<file path="config.mk">
export PLATFORM = sky130hd
export DESIGN_NAME = uart_rx
export DESIGN_NICKNAME = d
export VERILOG_FILES = /design/src/rtl/uart_pkg.sv /design/src/rtl/sync_2ff.sv /design/src/rtl/uart_rx.sv
export SDC_FILE = /design/constraint.sdc
export NUM_CORES = 1
export LEC_CHECK = 0
export CAP_MARGIN = 20
export CORE_MARGIN = 2
export CORE_UTILIZATION = 25
export CTS_BUF_LIST = sky130_fd_sc_hd__clkbuf_2
export CTS_CLUSTER_SIZE = 14
export DETAILED_ROUTE_END_ITERATION = 7
export PLACE_DENSITY_LB_ADDON = 0.05
export SYNTH_ARGS = -nofsm -noshare
export SYNTH_HDL_FRONTEND = slang
export SYNTH_SLANG_ARGS = --single-unit
export TNS_END_PERCENT = 1
</file>
<file path="constraint.sdc">
create_clock -name clk -period 2.3 [get_ports clk]
set_input_delay 0.345 -clock clk [delete_from_list [all_inputs] [get_ports clk]]
set_output_delay 0.345 -clock clk [all_outputs]
set_load 0.01 [all_outputs]
</file>
<file path="src/rtl/uart_pkg.sv">
// Shared UART definitions: receiver/transmitter FSM state encoding and frame width.
package uart_pkg;

    localparam int unsigned DATA_BITS = 8;

    typedef enum logic [2:0] {
        StIdle  = 3'd0,
        StStart = 3'd1,
        StData  = 3'd2,
        StStop  = 3'd3,
        StBreak = 3'd4
    } uart_state_e;

endpackage

</file>
<file path="src/rtl/sync_2ff.sv">
// Two-flop synchronizer for a single asynchronous bit, with a configurable reset value.
module sync_2ff #(
    parameter logic RESET_VAL = 1'b1
) (
    input  logic clk,
    input  logic rst,
    input  logic d_i,
    output logic q_o
);

    logic r_meta;
    logic r_sync;

    always_ff @(posedge clk) begin
        if (rst) begin
            r_meta <= RESET_VAL;
            r_sync <= RESET_VAL;
        end else begin
            r_meta <= d_i;
            r_sync <= r_meta;
        end
    end

    assign q_o = r_sync;

endmodule

</file>
<file path="src/rtl/uart_rx.sv">
// 8N1 UART receiver with mid-bit sampling, a one-deep valid/ready holding register,
// framing-error and overrun pulses.
module uart_rx #(
    parameter int unsigned CLKS_PER_BIT = 434,
    parameter int unsigned DATA_BITS    = uart_pkg::DATA_BITS
) (
    input  logic                 clk,
    input  logic                 rst,
    input  logic                 rx_i,
    output logic [DATA_BITS-1:0] rx_data_o,
    output logic                 rx_valid_o,
    input  logic                 rx_ready_i,
    output logic                 frame_err_o,
    output logic                 overrun_o,
    output logic                 busy_o
);

    import uart_pkg::*;

    localparam logic [15:0] CNT_LAST  = 16'(CLKS_PER_BIT - 1);
    localparam logic [15:0] CNT_HALF  = 16'(CLKS_PER_BIT / 2 - 1);
    localparam logic [2:0]  BIT_LAST  = 3'(DATA_BITS - 1);

    logic                 w_rx;
    uart_state_e          r_state;
    logic [15:0]          r_cnt;
    logic [2:0]           r_bit_idx;
    logic [DATA_BITS-1:0] r_shift;
    logic                 r_deliver;
    logic                 r_frame_err;
    logic                 r_busy;
    logic [DATA_BITS-1:0] r_data;
    logic                 r_valid;
    logic                 r_overrun;

    sync_2ff #(
        .RESET_VAL (1'b1)
    ) u_sync (
        .clk (clk),
        .rst (rst),
        .d_i (rx_i),
        .q_o (w_rx)
    );

    always_ff @(posedge clk) begin
        if (rst) begin
            r_state     <= StIdle;
            r_cnt       <= '0;
            r_bit_idx   <= '0;
            r_shift     <= '0;
            r_deliver   <= 1'b0;
            r_frame_err <= 1'b0;
            r_busy      <= 1'b0;
        end else begin
            r_deliver   <= 1'b0;
            r_frame_err <= 1'b0;
            case (r_state)
                StIdle: begin
                    if (!w_rx) begin
                        r_state <= StStart;
                        r_cnt   <= '0;
                        r_busy  <= 1'b1;
                    end
                end
                StStart: begin
                    if (r_cnt == CNT_HALF) begin
                        r_cnt     <= '0;
                        r_bit_idx <= '0;
                        // A start bit that has gone high again by mid-bit was a glitch.
                        if (!w_rx) begin
                            r_state <= StData;
                        end else begin
                            r_state <= StIdle;
                            r_busy  <= 1'b0;
                        end
                    end else begin
                        r_cnt <= r_cnt + 16'd1;
                    end
                end
                StData: begin
                    if (r_cnt == CNT_LAST) begin
                        r_cnt     <= '0;
                        r_shift   <= {w_rx, r_shift[DATA_BITS-1:1]};
                        r_bit_idx <= r_bit_idx + 3'd1;
                        if (r_bit_idx == BIT_LAST) begin
                            r_state <= StStop;
                        end
                    end else begin
                        r_cnt <= r_cnt + 16'd1;
                    end
                end
                StStop: begin
                    if (r_cnt == CNT_LAST) begin
                        r_cnt <= '0;
                        if (w_rx) begin
                            r_deliver <= 1'b1;
                            r_state   <= StIdle;
                            r_busy    <= 1'b0;
                        end else begin
                            r_frame_err <= 1'b1;
                            r_state     <= StBreak;
                        end
                    end else begin
                        r_cnt <= r_cnt + 16'd1;
                    end
                end
                StBreak: begin
                    if (w_rx) begin
                        r_state <= StIdle;
                        r_busy  <= 1'b0;
                    end
                end
                default: begin
                    r_state <= StIdle;
                    r_busy  <= 1'b0;
                end
            endcase
        end
    end

    // Holding register: a delivery wins over a plain transfer, and is dropped when full.
    always_ff @(posedge clk) begin
        if (rst) begin
            r_data    <= '0;
            r_valid   <= 1'b0;
            r_overrun <= 1'b0;
        end else begin
            r_overrun <= 1'b0;
            if (r_deliver) begin
                if (!r_valid || rx_ready_i) begin
                    r_data  <= r_shift;
                    r_valid <= 1'b1;
                end else begin
                    r_overrun <= 1'b1;
                end
            end else if (r_valid && rx_ready_i) begin
                r_valid <= 1'b0;
            end
        end
    end

    assign rx_data_o   = r_data;
    assign rx_valid_o  = r_valid;
    assign frame_err_o = r_frame_err;
    assign overrun_o   = r_overrun;
    assign busy_o      = r_busy;

endmodule

</file>
==> impl_metrics.json <==
{
  "status": "completed",
  "grt_pass1_wl_mm": 8.67,
  "maxSlewViolCount": 0,
  "tightest_slew_ns": 0.546,
  "crit_path_end_kind": "register",
  "antenna_found_initial": 0,
  "syn_area_sq_um": 2090,
  "die_w_microns": 95.5,
  "syn-num-nets": 239,
  "cp-start-kind": "register",
  "dp_hpwl_mm": 3.75,
  "ctsHtreeMaxLevel": 2,
  "antenna_cells": 0,
  "wire_per_inst_microns": 14.7,
  "wl_mm": 5.31,
  "avgSynthCellArea_sq_um": 9.09,
  "start_util": 0.256,
  "clock.fmax_mhz": 479,
  "holdBufCountCts": 0,
  "grt_max_degree": 35,
  "slew_headroom": 0.635,
  "synth_warnings": 0,
  "cp_max_fo": 14,
  "clkSlewWorstSetupHoldPaths_ns": 0.28,
  "period_share": 0.909,
  "ys_seq_area_frac": 0.431,
  "critPathMaxStageDelay_ns": 0.51,
  "placedCellCount": 353,
  "yosys-top-cells-area": "dfxtp_1, mux2i_1, nor2_1",
  "synth.top_cell.area_share": 0.431,
  "setup_tns_ns": 0,
  "hp-start": "u_sync.r_meta$_SDFF_PP1_",
  "synthFlopType": "dfxtp_1",
  "cts_tree": "done",
  "fin_worst_skew_ns": 0.0237,
  "startpoint": "r_cnt[0]$_SDFFE_PP0P_",
  "grt_overflow": 0,
  "drive_gt1_frac": 0.125,
  "stdcell_count": 361,
  "place_congestion": 0.749,
  "die-area_sq_um": 9110,
  "clockBufferDepth": 2,
  "antenna_left": 0,
  "ys_ff_latch": 45,
  "fin_crit_ns": 2.09,
  "slowest_stage": "dfxtp_1",
  "grt_pass1_vias": 1628,
  "synthDistinctLibCells": 44,
  "core_sq_um": 8180,
  "ios": 16,
  "timing_worst_setup_path_type": "reg -> reg",
  "cts_made_buffers": 5,
  "drc": 0,
  "finalSetupViolations": 0,
  "via_per_inst": 4.75,
  "clkLatencyLatePin_ns": 0.44,
  "hold_viol": 0,
  "rr_startpoint": "r_cnt[0]$_SDFFE_PP0P_",
  "rsz0062_at_grt": "no",
  "synthCells": 230,
  "drt_iter0_drc": 93,
  "powerDensity_nw_per_um2": 504,
  "power_leakage_nw": 0.957,
  "maxCapViolCount": 0,
  "grtUsageTotal": 0.125,
  "synthArstFlopShare": 0,
  "root_buffer": "clkbuf_2",
  "peakVddDrop_mv": 0.222,
  "hold_path.class": "reg -> reg",
  "critPathRequiredTime_ns": 2.67,
  "cp_top_family": "simple AND/OR/NAND/NOR gates",
  "synth_top_cell_by_area": "dfxtp_1",
  "vias": 1716,
  "arrival_ns": 2.46,
  "portBuffers": 15,
  "die_y_microns": 95.5,
  "synth_edf_count": 0,
  "cts_repair_resize_count": 0,
  "drt-pass1-iter-count": 4,
  "path_cells": "inv_1 -> ha_1 -> nor4bb_1 -> nand4_2 -> a22oi_2 -> buf_4 -> or4_1 -> a31oi_1",
  "area_growth_pct": 18.0,
  "num-nets-final": 264,
  "cts.sinks": 45,
  "cts_setup_buffers": 0,
  "critPathBufInv": 2,
  "fp-row-count": 33
}
[worst register-to-register path, stage by stage, from the launching register on]
cell and delay [ns]:
dfxtp_1 0.51, inv_1 0.07, ha_1 0.19, nor4bb_1 0.14, nand4_2 0.16, a22oi_2 0.09
buf_4 0.21, or4_1 0.47, a31oi_1 0.20
[layout by cell type, fill, tap and decap left out, drive strengths merged, types with 2 or more instances in the layout]
cell type and count:
dfxtp 45, a21o 4, nor3 6, nand2 19
clkbuf 5, nor4 2, o21ai 7, o2bb2ai 3
o31ai 5, and4b 2, nor2 30, nand2b 3
inv 11, or2 2, a21oi 7, xor2 3
nor4b 3, a211oi 3, or3 2, buf 12
nand4 5, nand3 17, clkdlybuf4s50 15, or4 6
mux2i 17, a31oi 5, ha 5
[synth_stat cells, types with 4 or more instances]
cell type	instances
a21o_1	4
a21oi_1	7
a31oi_1	5
clkbuf_1	5
dfxtp_1	45
ha_1	5
inv_1	10
mux2i_1	17
nand2_1	19
nand3_1	17
nor2_1	30
o21ai_0	4
o31ai_1	5
or4_1	6
[worst paths after layout]
check	end	slack, ns	depth (start not counted)
setup / recovery	r_cnt[14]$_SDFFE_PP0P_	0.21	8
hold / removal	u_sync.q_o$_SDFF_PP1_	0.45	1
setup reg to reg	r_cnt[14]$_SDFFE_PP0P_	0.21	8
hold reg to reg	u_sync.q_o$_SDFF_PP1_	0.45	1
[routing by layer]
| metal | wire, microns | up-vias | global-route usage |
|---|---|---|---|
| li1 | - | 881 | - |
| met1 | 2790 | 807 | 0.178 |
| met2 | 2320 | 23 | 0.190 |
| met3 | 137 | 5 | 0.0261 |
| met4 | 65 | 0 | 0.0369 |
| met5 | 0 | - | 0 |
[power breakdown]
part	switching [W]	internal (W)
logic	0.0000493	0.0000285
clock network	0.000292	0.0000811
registers	0.00000545	0.000787
total	0.000347	0.000897
[cell type report]
class                   instances  area, sq um
multi-input cells             166         1110
well taps                     105          131
clock buffers                   5         25.0
repair buffers                 27          240
inverters                      10         37.5
flip-flops and latches         45          901
fillers                       865         5710
clock inverters                 3         25.0
[flip-flops by register name, indices dropped and copies added (netlist names), 3 cells and up]
| register | flops |
|---|---|
| r_bit_idx | 3 |
| r_cnt | 16 |
| r_shift | 8 |
| r_state | 3 |
| rx_data_o | 8 |
[metrics by stage]
stage	instance area, sq um	setup WS [ns]	util	hold WS (ns)	power (W)
after floorplan	2090	0.507	-	0.389	0.000850
final	2470	0.210	0.302	0.448	0.00124
after CTS	2470	0.186	0.302	0.421	0.00128
after global placement	2420	0.275	0.296	0.392	0.000887
after detailed placement	2420	0.236	0.296	0.392	0.000885
after global routing	2470	0.0751	0.302	0.424	0.00131
[cells by family after synthesis]
logic type,synth area share
mux,0.0814
compound gates,0.125
simple gates,0.280
fa+ha+maj,0.0299
xor+xnor,0.0126
buf+inv,0.0401
flops,0.431
(Power assumes the default switching activity.)
